`config.mk`:
```
export PLATFORM = sky130hd
export DESIGN_NAME = iram_responder
export DESIGN_NICKNAME = d
export VERILOG_FILES = /design/src/rtl/iram_responder.sv
export SDC_FILE = /design/constraint.sdc
export NUM_CORES = 2
export LEC_CHECK = 0
export ABC_AREA = 1
export ABC_CLOCK_PERIOD_IN_PS = 6600
export CAP_MARGIN = 25
export CORE_ASPECT_RATIO = 1.75
export CORE_MARGIN = 5
export CORE_UTILIZATION = 44
export CTS_CLUSTER_SIZE = 25
export DETAILED_ROUTE_END_ITERATION = 10
export PLACE_DENSITY = 0.65
export SKIP_LAST_GASP = 1
export SYNTH_ARGS = -nofsm -noshare
export SYNTH_HDL_FRONTEND = slang
export SYNTH_SLANG_ARGS = --single-unit
```
`constraint.sdc`:
```
create_clock -name clock -period 6.6 [get_ports clock]
set_clock_uncertainty 0.05 [all_clocks]
set_input_delay 1.32 -clock clock [delete_from_list [all_inputs] [get_ports clock]]
set_output_delay 1.32 -clock clock [all_outputs]
set_load 0.02 [all_outputs]
```
`src/rtl/iram_responder.sv`:
```
// ============================================================================
// iram_responder
//
// Internal-RAM responder for the control unit's data-memory requests. Holds a
// DEPTH-byte on-chip RAM (register banks, direct space, stack), owns the stack
// pointer, and services one request at a time: direct, register, register-
// indirect (@R0/@R1), push and pop. Each request ends with a one-cycle
// response strobe carrying read data and an error flag.
//
// After reset the RAM is swept to zero, one byte per cycle, before the first
// request is accepted.
//
// Ports
//   clock      in   rising-edge clock
//   reset      in   synchronous, active-high reset
//   req_valid  in   request present
//   req_ready  out  high only when idle (request accepted on valid & ready)
//   req_mode   in   0=DIR 1=REG 2=RIDIR 3=PUSH 4=POP, 5..7 reserved
//   req_rw     in   1=read 0=write (DIR/REG/RIDIR)
//   req_addr   in   direct address (DIR)
//   req_reg    in   register number Rn (REG); bit 0 picks R0/R1 (RIDIR)
//   req_bank   in   register bank
//   req_wdata  in   write / push data
//   rsp_valid  out  one-cycle response strobe
//   rsp_rdata  out  read / pop data, 0 on writes and errors
//   rsp_err    out  error flag, qualified by rsp_valid
//   sp_out     out  current stack pointer
// ============================================================================
module iram_responder #(
    parameter int          DEPTH    = 128,
    parameter logic [7:0]  SP_RESET = 8'h07
) (
    input  logic        clock,
    input  logic        reset,
    input  logic        req_valid,
    output logic        req_ready,
    input  logic [2:0]  req_mode,
    input  logic        req_rw,
    input  logic [7:0]  req_addr,
    input  logic [2:0]  req_reg,
    input  logic [1:0]  req_bank,
    input  logic [7:0]  req_wdata,
    output logic        rsp_valid,
    output logic [7:0]  rsp_rdata,
    output logic        rsp_err,
    output logic [7:0]  sp_out
);

    localparam int             AW        = $clog2(DEPTH);
    localparam logic [AW-1:0]  LAST_ADDR = AW'(DEPTH - 1);
    localparam logic [7:0]     TOP_ADDR  = 8'(DEPTH - 1);

    localparam logic [2:0] M_DIR   = 3'd0;
    localparam logic [2:0] M_REG   = 3'd1;
    localparam logic [2:0] M_RIDIR = 3'd2;
    localparam logic [2:0] M_PUSH  = 3'd3;
    localparam logic [2:0] M_POP   = 3'd4;

    typedef enum logic [2:0] {
        S_CLEAR,
        S_IDLE,
        S_PTR,
        S_ACCESS,
        S_RESP
    } state_e;

    state_e          state_q, state_d;
    logic [AW-1:0]   cnt_q, cnt_d;
    logic [7:0]      sp_q, sp_d;
    logic [2:0]      mode_q, mode_d;
    logic            rw_q, rw_d;
    logic [7:0]      addr_q, addr_d;
    logic [2:0]      reg_q, reg_d;
    logic [1:0]      bank_q, bank_d;
    logic [7:0]      wdata_q, wdata_d;
    logic [7:0]      ptr_q, ptr_d;
    logic [7:0]      rdata_q, rdata_d;
    logic            err_q, err_d;

    logic [7:0]      mem_q [DEPTH];
    logic            mem_we;
    logic [AW-1:0]   mem_waddr;
    logic [7:0]      mem_wdata;

    logic [7:0]      tgt;
    logic [AW-1:0]   tgt_idx;
    logic            acc_err;

    // Effective byte address of the captured request.
    always_comb begin
        unique case (mode_q)
            M_DIR:   tgt = addr_q;
            M_REG:   tgt = {3'b000, bank_q, reg_q};
            M_RIDIR: tgt = ptr_q;
            M_PUSH:  tgt = sp_q + 8'd1;
            M_POP:   tgt = sp_q;
            default: tgt = 8'h00;
        endcase
    end

    assign tgt_idx = tgt[AW-1:0];

    // Error traps are evaluated on the pre-access SP, so SP never wraps and
    // never leaves the RAM range. REG targets are always in range.
    always_comb begin
        unique case (mode_q)
            M_DIR, M_RIDIR: acc_err = (tgt > TOP_ADDR);
            M_REG:          acc_err = 1'b0;
            M_PUSH:         acc_err = (sp_q == TOP_ADDR);
            M_POP:          acc_err = (sp_q == 8'h00);
            default:        acc_err = 1'b1;
        endcase
    end

    // NOTE: every signal driven here gets a default first; a path that skips
    // an assignment would otherwise infer a latch.
    always_comb begin
        state_d   = state_q;
        cnt_d     = cnt_q;
        sp_d      = sp_q;
        mode_d    = mode_q;
        rw_d      = rw_q;
        addr_d    = addr_q;
        reg_d     = reg_q;
        bank_d    = bank_q;
        wdata_d   = wdata_q;
        ptr_d     = ptr_q;
        rdata_d   = rdata_q;
        err_d     = err_q;
        mem_we    = 1'b0;
        mem_waddr = tgt_idx;
        mem_wdata = wdata_q;

        unique case (state_q)
            S_CLEAR: begin
                mem_we    = 1'b1;
                mem_waddr = cnt_q;
                mem_wdata = 8'h00;
                cnt_d     = cnt_q + 1'b1;
                if (cnt_q == LAST_ADDR) begin
                    state_d = S_IDLE;
                end
            end

            S_IDLE: begin
                if (req_valid) begin
                    mode_d  = req_mode;
                    rw_d    = req_rw;
                    addr_d  = req_addr;
                    reg_d   = req_reg;
                    bank_d  = req_bank;
                    wdata_d = req_wdata;
                    state_d = (req_mode == M_RIDIR) ? S_PTR : S_ACCESS;
                end
            end

            // @R0/@R1 live at {bank, 2'b00, r}; only bit 0 of reg picks them.
            S_PTR: begin
                ptr_d   = mem_q[AW'({bank_q, 2'b00, reg_q[0]})];
                state_d = S_ACCESS;
            end

            S_ACCESS: begin
                err_d   = acc_err;
                rdata_d = 8'h00;
                if (!acc_err) begin
                    unique case (mode_q)
                        M_DIR, M_REG, M_RIDIR: begin
                            if (rw_q) begin
                                rdata_d = mem_q[tgt_idx];
                            end else begin
                                mem_we = 1'b1;
                            end
                        end
                        M_PUSH: begin
                            mem_we = 1'b1;
                            sp_d   = sp_q + 8'd1;
                        end
                        M_POP: begin
                            rdata_d = mem_q[tgt_idx];
                            sp_d    = sp_q - 8'd1;
                        end
                        default: ;
                    endcase
                end
                state_d = S_RESP;
            end

            S_RESP: begin
                state_d = S_IDLE;
            end

            default: begin
                state_d = S_CLEAR;
                cnt_d   = '0;
            end
        endcase
    end

    // NOTE: sequential state uses non-blocking assignments so every register
    // samples the values from before the edge.
    always_ff @(posedge clock) begin
        if (reset) begin
            state_q <= S_CLEAR;
            cnt_q   <= '0;
            sp_q    <= SP_RESET;
            mode_q  <= 3'd0;
            rw_q    <= 1'b0;
            addr_q  <= 8'h00;
            reg_q   <= 3'd0;
            bank_q  <= 2'd0;
            wdata_q <= 8'h00;
            ptr_q   <= 8'h00;
            rdata_q <= 8'h00;
            err_q   <= 1'b0;
        end else begin
            state_q <= state_d;
            cnt_q   <= cnt_d;
            sp_q    <= sp_d;
            mode_q  <= mode_d;
            rw_q    <= rw_d;
            addr_q  <= addr_d;
            reg_q   <= reg_d;
            bank_q  <= bank_d;
            wdata_q <= wdata_d;
            ptr_q   <= ptr_d;
            rdata_q <= rdata_d;
            err_q   <= err_d;
        end
    end

    // NOTE: the RAM array has no reset branch so it maps onto RAM cells; the
    // CLEAR sweep zeroes it instead. Writes are blocked while reset is high.
    always_ff @(posedge clock) begin
        if (!reset && mem_we) begin
            mem_q[mem_waddr] <= mem_wdata;
        end
    end

    assign req_ready = (state_q == S_IDLE);
    assign rsp_valid = (state_q == S_RESP);
    assign rsp_rdata = rsp_valid ? rdata_q : 8'h00;
    assign rsp_err   = rsp_valid & err_q;
    assign sp_out    = sp_q;

endmodule

```
* Yosys cells after proc, flatten, opt, wreduce, memory -nomap -nowiden
Memory sizes are Yosys's and may differ from the RTL's. A register that Yosys moved wholly into a read port is not among the register bits. Cells that the tools add are included.
Storage, ports and cells: bits in writable memories 1024, bits of input ports 28, output and inout port bits 19, register bits 52, memories kept 1, logic and storage cells 63
Memories:
- mem_q | depth 128, width 8, read ports 2, clocked after Yosys merged registers in 1, write ports 1, RTL line 80 | logic [7:0] mem_q [DEPTH];
Operators by class: reduce and logical (&&, ||, !) cells 12, mux-type cells 20, magnitude comparators 1, add/sub/neg operators 3, bitwise logic cells 2, eq/ne operators 13
Operators by type and width (count):
- $pmux 8 s5 | 1
- $mux 8 | 4
- $pmux 8 s2 | 2
- $eq 3x2->1 const B | 5
- $pmux 3 s5 | 1
- $pmux 7 s2 | 1
- $add 8x1->8 const B | 1
- $eq 8x7->1 const B | 1
- $gt 8x7->1 const B | 1
- $logic_not 8->1 | 1
- $sub 8x1->8 const B | 1
- $add 7x1->7 const B | 1
- $eq 7x7->1 const B | 1
- $mux 7 | 1
- $eq 3x1->1 const B | 2
- $eq 3x3->1 const B | 2
- $logic_not 3->1 | 2
- $mux 3 | 2
- $mux 1 | 5
- $ne 2x2->1 const B | 2
- $pmux 1 s2 | 2
- $pmux 1 s4 | 1
- $reduce_and 2->1 | 2
- $reduce_or 4->1 | 1
- 8 further kinds | 8

* Depth between registers and ports, before layout
word-level depth 9, mapped depth 18, depth with buffers taken out 16

* Worst setup path before layout
OpenSTA, ideal clock, no wires.
path type reg2reg, start register state_q[0], end memory mem_q[0][0], data pin, library setup time 0.798 ns, setup slack 2.089 ns, buffers on the path 1, required time 5.752 ns, arrival 3.664 ns, clock period less this slack 4.511 ns, cell stages (with the launch flop) 6, cell sequence dfxtp_1 nor2_1 inv_1 nor2_1 clkbuf_1 nor2_1
Between the ends: longest elaborated chain between the ends 2
Ends and longest elaborated chain:
- start, declared | RTL line 67 | state_e state_q, state_d;
- start signal, assigned | RTL line 217 | state_q <= state_d;
- $logic_not 3->1 | RTL line 134 | unique case (state_q)
- $mux 8 | RTL line 134
- net mem_wdata[0] | RTL line 83 | logic [7:0] mem_wdata;
- end, declared | RTL line 80
The timed path passes the listed nets, and every way through them passes these cells.

* Worst setup path in the final report
start register sp_q[0] (netlist: sp_out[0]), end memory mem_q[109][6] (enable)
Between the ends: longest elaborated chain between the ends 9, elaborated cells on any way between the ends 12, those cells by class add/sub: 1; order compare: 1; eq/ne: 1; mux: 7; reduce/logical: 2
Ends and longest elaborated chain:
- start, declared | RTL line 69 | logic [7:0] sp_q, sp_d;
- start signal, assigned | RTL line 219 | sp_q <= sp_d;
- $add 8x1->8 | RTL line 95 | M_PUSH: tgt = sp_q + 8'd1;
- $pmux 8 s5 | RTL line 91 | unique case (mode_q)
- $gt 8x7->1 | RTL line 107 | M_DIR, M_RIDIR: acc_err = (tgt > TOP_ADDR);
- $pmux 1 s4 | RTL line 106 | unique case (mode_q)
- $mux 1 | RTL line 166 | if (!acc_err) begin
- $pmux 1 s2 | RTL line 134
- $logic_and 1x1->1 | RTL line 235 | if (!reset && mem_we) begin
- $mux 1 | RTL line 235
- $mux 1 (implied by the code) | RTL line 236 | mem_q[mem_waddr] <= mem_wdata;
Parallel ways exist; a longest one is shown, timed or not.

==> PnR_summary.wiki <==
{| class="wikitable"
! Metric !! Value
|-
| Outcome || finished clean
|-
| Total clock sinks || 1084
|-
| Kind of start point of the critical path || flip-flop
|-
| Root Driver || sky130_fd_sc_hd__clkbuf_16
|-
| Predominant post-synthesis flop cell || sky130_fd_sc_hd__edfxtp_1
|-
| Async set-or-reset flop fraction in the synthesized netlist || 0%
|-
| Worst-case reg-to-reg path depth || 11
|-
| Count of routing violations after the opening detailed-route iteration || 3514
|-
| Routed wire length per instance || 23.92 microns
|-
| Area Growth Syn to Fin || 9.537%
|-
| Number of max-cap violations || 0
|-
| Arrival time at the worst endpoint || 4.50 ns
|-
| Via-to-Cell Ratio || 5.900
|-
| Die Span X || 253.8 microns
|-
| Sum of overflow across all layers after global routing || 0
|-
| Maximum number of pins on one net before global-route repair || 195
|-
| Final Net Count || 3998
|-
| Sequential cell area fraction in the yosys report || 69.80%
|-
| Power per unit of standard cell area || 258.3 nW/um^2
|-
| Total number of vias || 31780
|-
| Number of buffers inserted by post-CTS setup repair || 0
|-
| Antenna-violating nets left || 0
|-
| Mean instance size in the synthesized netlist || 11.25 sq um
|-
| Proportion of layout cells with a drive suffix above 1 || 5.591%
|-
| Required @ worst endpoint || 6.86 ns
|-
| Synthesis warning total || 0
|-
| Number of gates given a new drive strength after cts || 0
|-
| Biggest area consumer among synthesized cells || sky130_fd_sc_hd__edfxtp_1
|-
| Die Y-Extent || 436.7 microns
|-
| Endpoint of the worst-slack reg-to-reg timing path || mem_q[109][6]$_DFFE_PP_
|-
| Met1 Routed Length || 45.98 mm
|-
| Total wirelength of the detailed-routed design || 128.8 mm
|-
| Number of iterations in the first detailed-routing pass || 6
|-
| Core footprint || 103300 sq um
|-
| Final instance area || 50140 sq um
|-
| Reg2Reg Launch Point || sp_out[0]$_SDFFE_PP1P_
|-
| DR DRC count || 0
|-
| Wire length on met3 || 9.722 mm
|-
| Share of the clock period used by the worst path || 64.25%
|-
| Worst rel slew slack || 26.16%
|-
| Synth Net Count || 4100
|-
| Hold Crit Class || reg2reg
|-
| Count of distinct cell types in the synthesized netlist || 43
|-
| Starting utilization of the core area || 44.33%
|-
| Count of input and output buffers || 46
|-
| Post-CTS clock slew at the launch and capture registers of the worst setup and hold paths || 0.07 ns
|-
| Top-Level Pins || 47
|-
| Synth area leaders || sky130_fd_sc_hd__edfxtp_1 (67%), sky130_fd_sc_hd__nand3_1 (16%), sky130_fd_sc_hd__nand2_1 (6.0%), sky130_fd_sc_hd__dfxtp_1 (2.6%), sky130_fd_sc_hd__buf_2 (2.1%)
|-
| Level count of the clock H-tree || 3
|-
| Count of endpoints failing setup in the final report || 0
|-
| Worst Hold Path Cells || 2
|-
| Setup repair after global routing missed its margin || false
|-
| Final total negative setup slack || 0 ns
|-
| Achievable clock frequency || 235.8 MHz
|-
| Clock insertion delay at the later pin of the skew report || 0.69 ns
|-
| Number of cells produced by synthesis || 4069
|-
| Inst Count DP || 5216
|-
| Number of register bits inferred by synthesis || 1084
|-
| Worst hold margin || 0.4215 ns
|-
| Final period demand of the worst path || 4.241 ns
|-
| Count of pins over their slew limit || 0
|-
| Worst Path Class, Setup || reg2reg
|-
| Synthesized cell area || 45770 sq um
|-
| Hold-fix buffers, CTS || 0
|-
| Number of buffers inserted during clock tree synthesis || 91
|-
| Area enclosed by the die boundary || 110800 sq um
|-
| Post-DP HPWL || 74.67 mm
|-
| Placed cell areas || 47170 sq um
|-
| LEAKAGE || 16.69 nW
|-
| Setup crit end || mem_q[109][6]$_DFFE_PP_
|-
| Gp weighted congestion || 0.9397
|-
| Area share of the largest cell type after synthesis || 67.18%
|-
| CP Launch Point || sp_out[0]$_SDFFE_PP1P_
|-
| Endpoint type of the worst setup path || flip-flop
|-
| All-layer global routing usage || 22.72%
|-
| TritonCTS clock tree || yes
|-
| Placement Rows || 156
|-
| Initial antenna violation count || 2
|-
| Number of standard cells in the final layout excluding fillers || 5386
|-
| Slew @ Worst Pin || 1.108 ns
|-
| Highest metal layer with signal wires || met4
|-
| Met2 wire len || 65.47 mm
|-
| Post-synth EDFFs || 1024
|-
| Maximum count of clock buffers along a single path || 3
|-
| Critical path fanouts, max || 20
|-
| Global-route wire length before repair || 192.3 mm
|-
| Largest vdd supply drop || 0.2219 mV
|-
| Endpoints failing hold || 0
|-
| Number of global-route vias before repair || 30720
|-
| Setup slack, reg-to-reg || 2.36 ns
|}
## worst min path at each step
| stage | start | to | slack (ns) |
|---|---|---|---|
| 2_1_floorplan | addr_q[3]$_SDFFE_PP0P_ | addr_q[3]$_SDFFE_PP0P_ | 0.38 |
| 3_3_place_gp | ptr_q[4]$_SDFFE_PP0P_ | ptr_q[4]$_SDFFE_PP0P_ | 0.40 |
| 3_5_place_dp | ptr_q[5]$_SDFFE_PP0P_ | ptr_q[5]$_SDFFE_PP0P_ | 0.41 |
| 4_1_cts | ptr_q[5]$_SDFFE_PP0P_ | ptr_q[5]$_SDFFE_PP0P_ | 0.42 |
| 5_1_grt | ptr_q[5]$_SDFFE_PP0P_ | ptr_q[5]$_SDFFE_PP0P_ | 0.44 |
| 6_report | ptr_q[5]$_SDFFE_PP0P_ | ptr_q[5]$_SDFFE_PP0P_ | 0.42 |
## cells by family (layout without fill, tap and decap cells)
logic type,after synthesis,after routing,synth area share (%)
and+or+nand+nor,2437,2437,24.08
DFF,1084,1084,69.80
buffers and inverters,373,346,3.816
AOI/OAI and AO/OA,164,164,2.067
xor gates and xnor gates,8,8,0.1531
adders and majority gates,3,3,0.08202
other,0,1,0
## routing by layer
| layer | track usage [%] | vias up |
|---|---|---|
| li1 | - | 14460 |
| met1 | 27.28 | 15400 |
| met2 | 39.41 | 1571 |
| met3 | 3.534 | 352 |
| met4 | 11.73 | 0 |
| met5 | 0 | - |
## critical path: stages (launching register included)
cell and delay (ns):
sky130_fd_sc_hd__dfxtp_1 0.46, sky130_fd_sc_hd__inv_1 0.15, sky130_fd_sc_hd__nor3_1 0.32, sky130_fd_sc_hd__inv_1 0.10, sky130_fd_sc_hd__xor2_1 0.18, sky130_fd_sc_hd__o21ai_4 0.63, sky130_fd_sc_hd__nand2_1 0.10, sky130_fd_sc_hd__o21ai_1 0.13
sky130_fd_sc_hd__inv_1 0.09, sky130_fd_sc_hd__nor2_1 0.44, sky130_fd_sc_hd__nand2_1 0.41, sky130_fd_sc_hd__nor2_1 0.78
## per-stage QoR
step,utilization (%),setup WS [ns],total power [mW]
after global placement,45.61,2.493,7.672
after CTS,48.53,2.422,13.00
final,48.56,2.359,12.95
after floorplan,-,2.089,7.613
after detailed placement,45.68,2.444,7.672
after global routing,48.56,2.215,13.26
## synthesized netlist by cell type (2+ instances only)
cell type,count
sky130_fd_sc_hd__nor3b_1,2
sky130_fd_sc_hd__inv_1,63
sky130_fd_sc_hd__clkbuf_1,67
sky130_fd_sc_hd__nand4_1,2
sky130_fd_sc_hd__buf_4,27
sky130_fd_sc_hd__nor2_2,3
sky130_fd_sc_hd__inv_2,8
sky130_fd_sc_hd__buf_1,10
sky130_fd_sc_hd__a22oi_1,2
sky130_fd_sc_hd__xor2_1,7
sky130_fd_sc_hd__clkinv_1,4
sky130_fd_sc_hd__buf_2,192
sky130_fd_sc_hd__a21oi_1,41
sky130_fd_sc_hd__nor4_1,3
sky130_fd_sc_hd__dfxtp_1,60
sky130_fd_sc_hd__nor3_1,6
sky130_fd_sc_hd__o22ai_1,6
sky130_fd_sc_hd__nand2_1,726
sky130_fd_sc_hd__nor2_1,248
sky130_fd_sc_hd__nand2_2,2
sky130_fd_sc_hd__edfxtp_1,1024
sky130_fd_sc_hd__ha_1,3
sky130_fd_sc_hd__a221oi_1,3
sky130_fd_sc_hd__o21ai_2,3
sky130_fd_sc_hd__o21ai_1,5
sky130_fd_sc_hd__o211ai_1,8
sky130_fd_sc_hd__nand3_1,1439
sky130_fd_sc_hd__o221ai_1,12
sky130_fd_sc_hd__a211oi_1,2
sky130_fd_sc_hd__o21ai_0,78
## flip-flops by register name, summed over array words and instances (netlist names)
signal   count
rw_q         1
reg_q        3
addr_q       8
mem_q     1024
sp_out       8
rdata_q      8
cnt_q        7
bank_q       2
state_q      3
err_q        1
wdata_q      8
mode_q       3
ptr_q        8
## placed cells by master (no fill, tap or decap), types with 7 or more instances in the layout
cell type	count
sky130_fd_sc_hd__dfxtp_1	60
sky130_fd_sc_hd__o211ai_1	8
sky130_fd_sc_hd__nand2_1	725
sky130_fd_sc_hd__nor2_1	238
sky130_fd_sc_hd__xor2_1	7
sky130_fd_sc_hd__clkinvlp_4	7
sky130_fd_sc_hd__o221ai_1	12
sky130_fd_sc_hd__nor2_4	10
sky130_fd_sc_hd__o21ai_0	78
sky130_fd_sc_hd__bufinv_16	8
sky130_fd_sc_hd__buf_4	42
sky130_fd_sc_hd__clkdlybuf4s50_1	46
sky130_fd_sc_hd__clkinv_2	17
sky130_fd_sc_hd__inv_1	63
sky130_fd_sc_hd__clkbuf_1	18
sky130_fd_sc_hd__nand3_1	1439
sky130_fd_sc_hd__a21oi_1	41
sky130_fd_sc_hd__clkinv_1	20
sky130_fd_sc_hd__edfxtp_1	1024
sky130_fd_sc_hd__clkbuf_16	93
sky130_fd_sc_hd__buf_12	13
## final cells by class
class	instances	area [sq um]
Multi-Input combinational cell	2612	12190
Sequential cell	1084	31950
Antenna cell	1	2.502
Timing Repair Buffer	103	1091
Fill cell	9016	53120
Clock buffer	111	2395
Inverter	75	284.0
Clock inverter	57	546.8
Tap cell	1343	1680
## power breakdown
part	leakage, nW	internal [mW]	total [mW]	switching, mW
Sequential	9.36	7.41	7.42	0.00523
Combinational	5.91	0.0326	0.107	0.0745
Clock	1.42	2.93	5.43	2.50
Note: power is estimated with default switching activity, not from simulation.
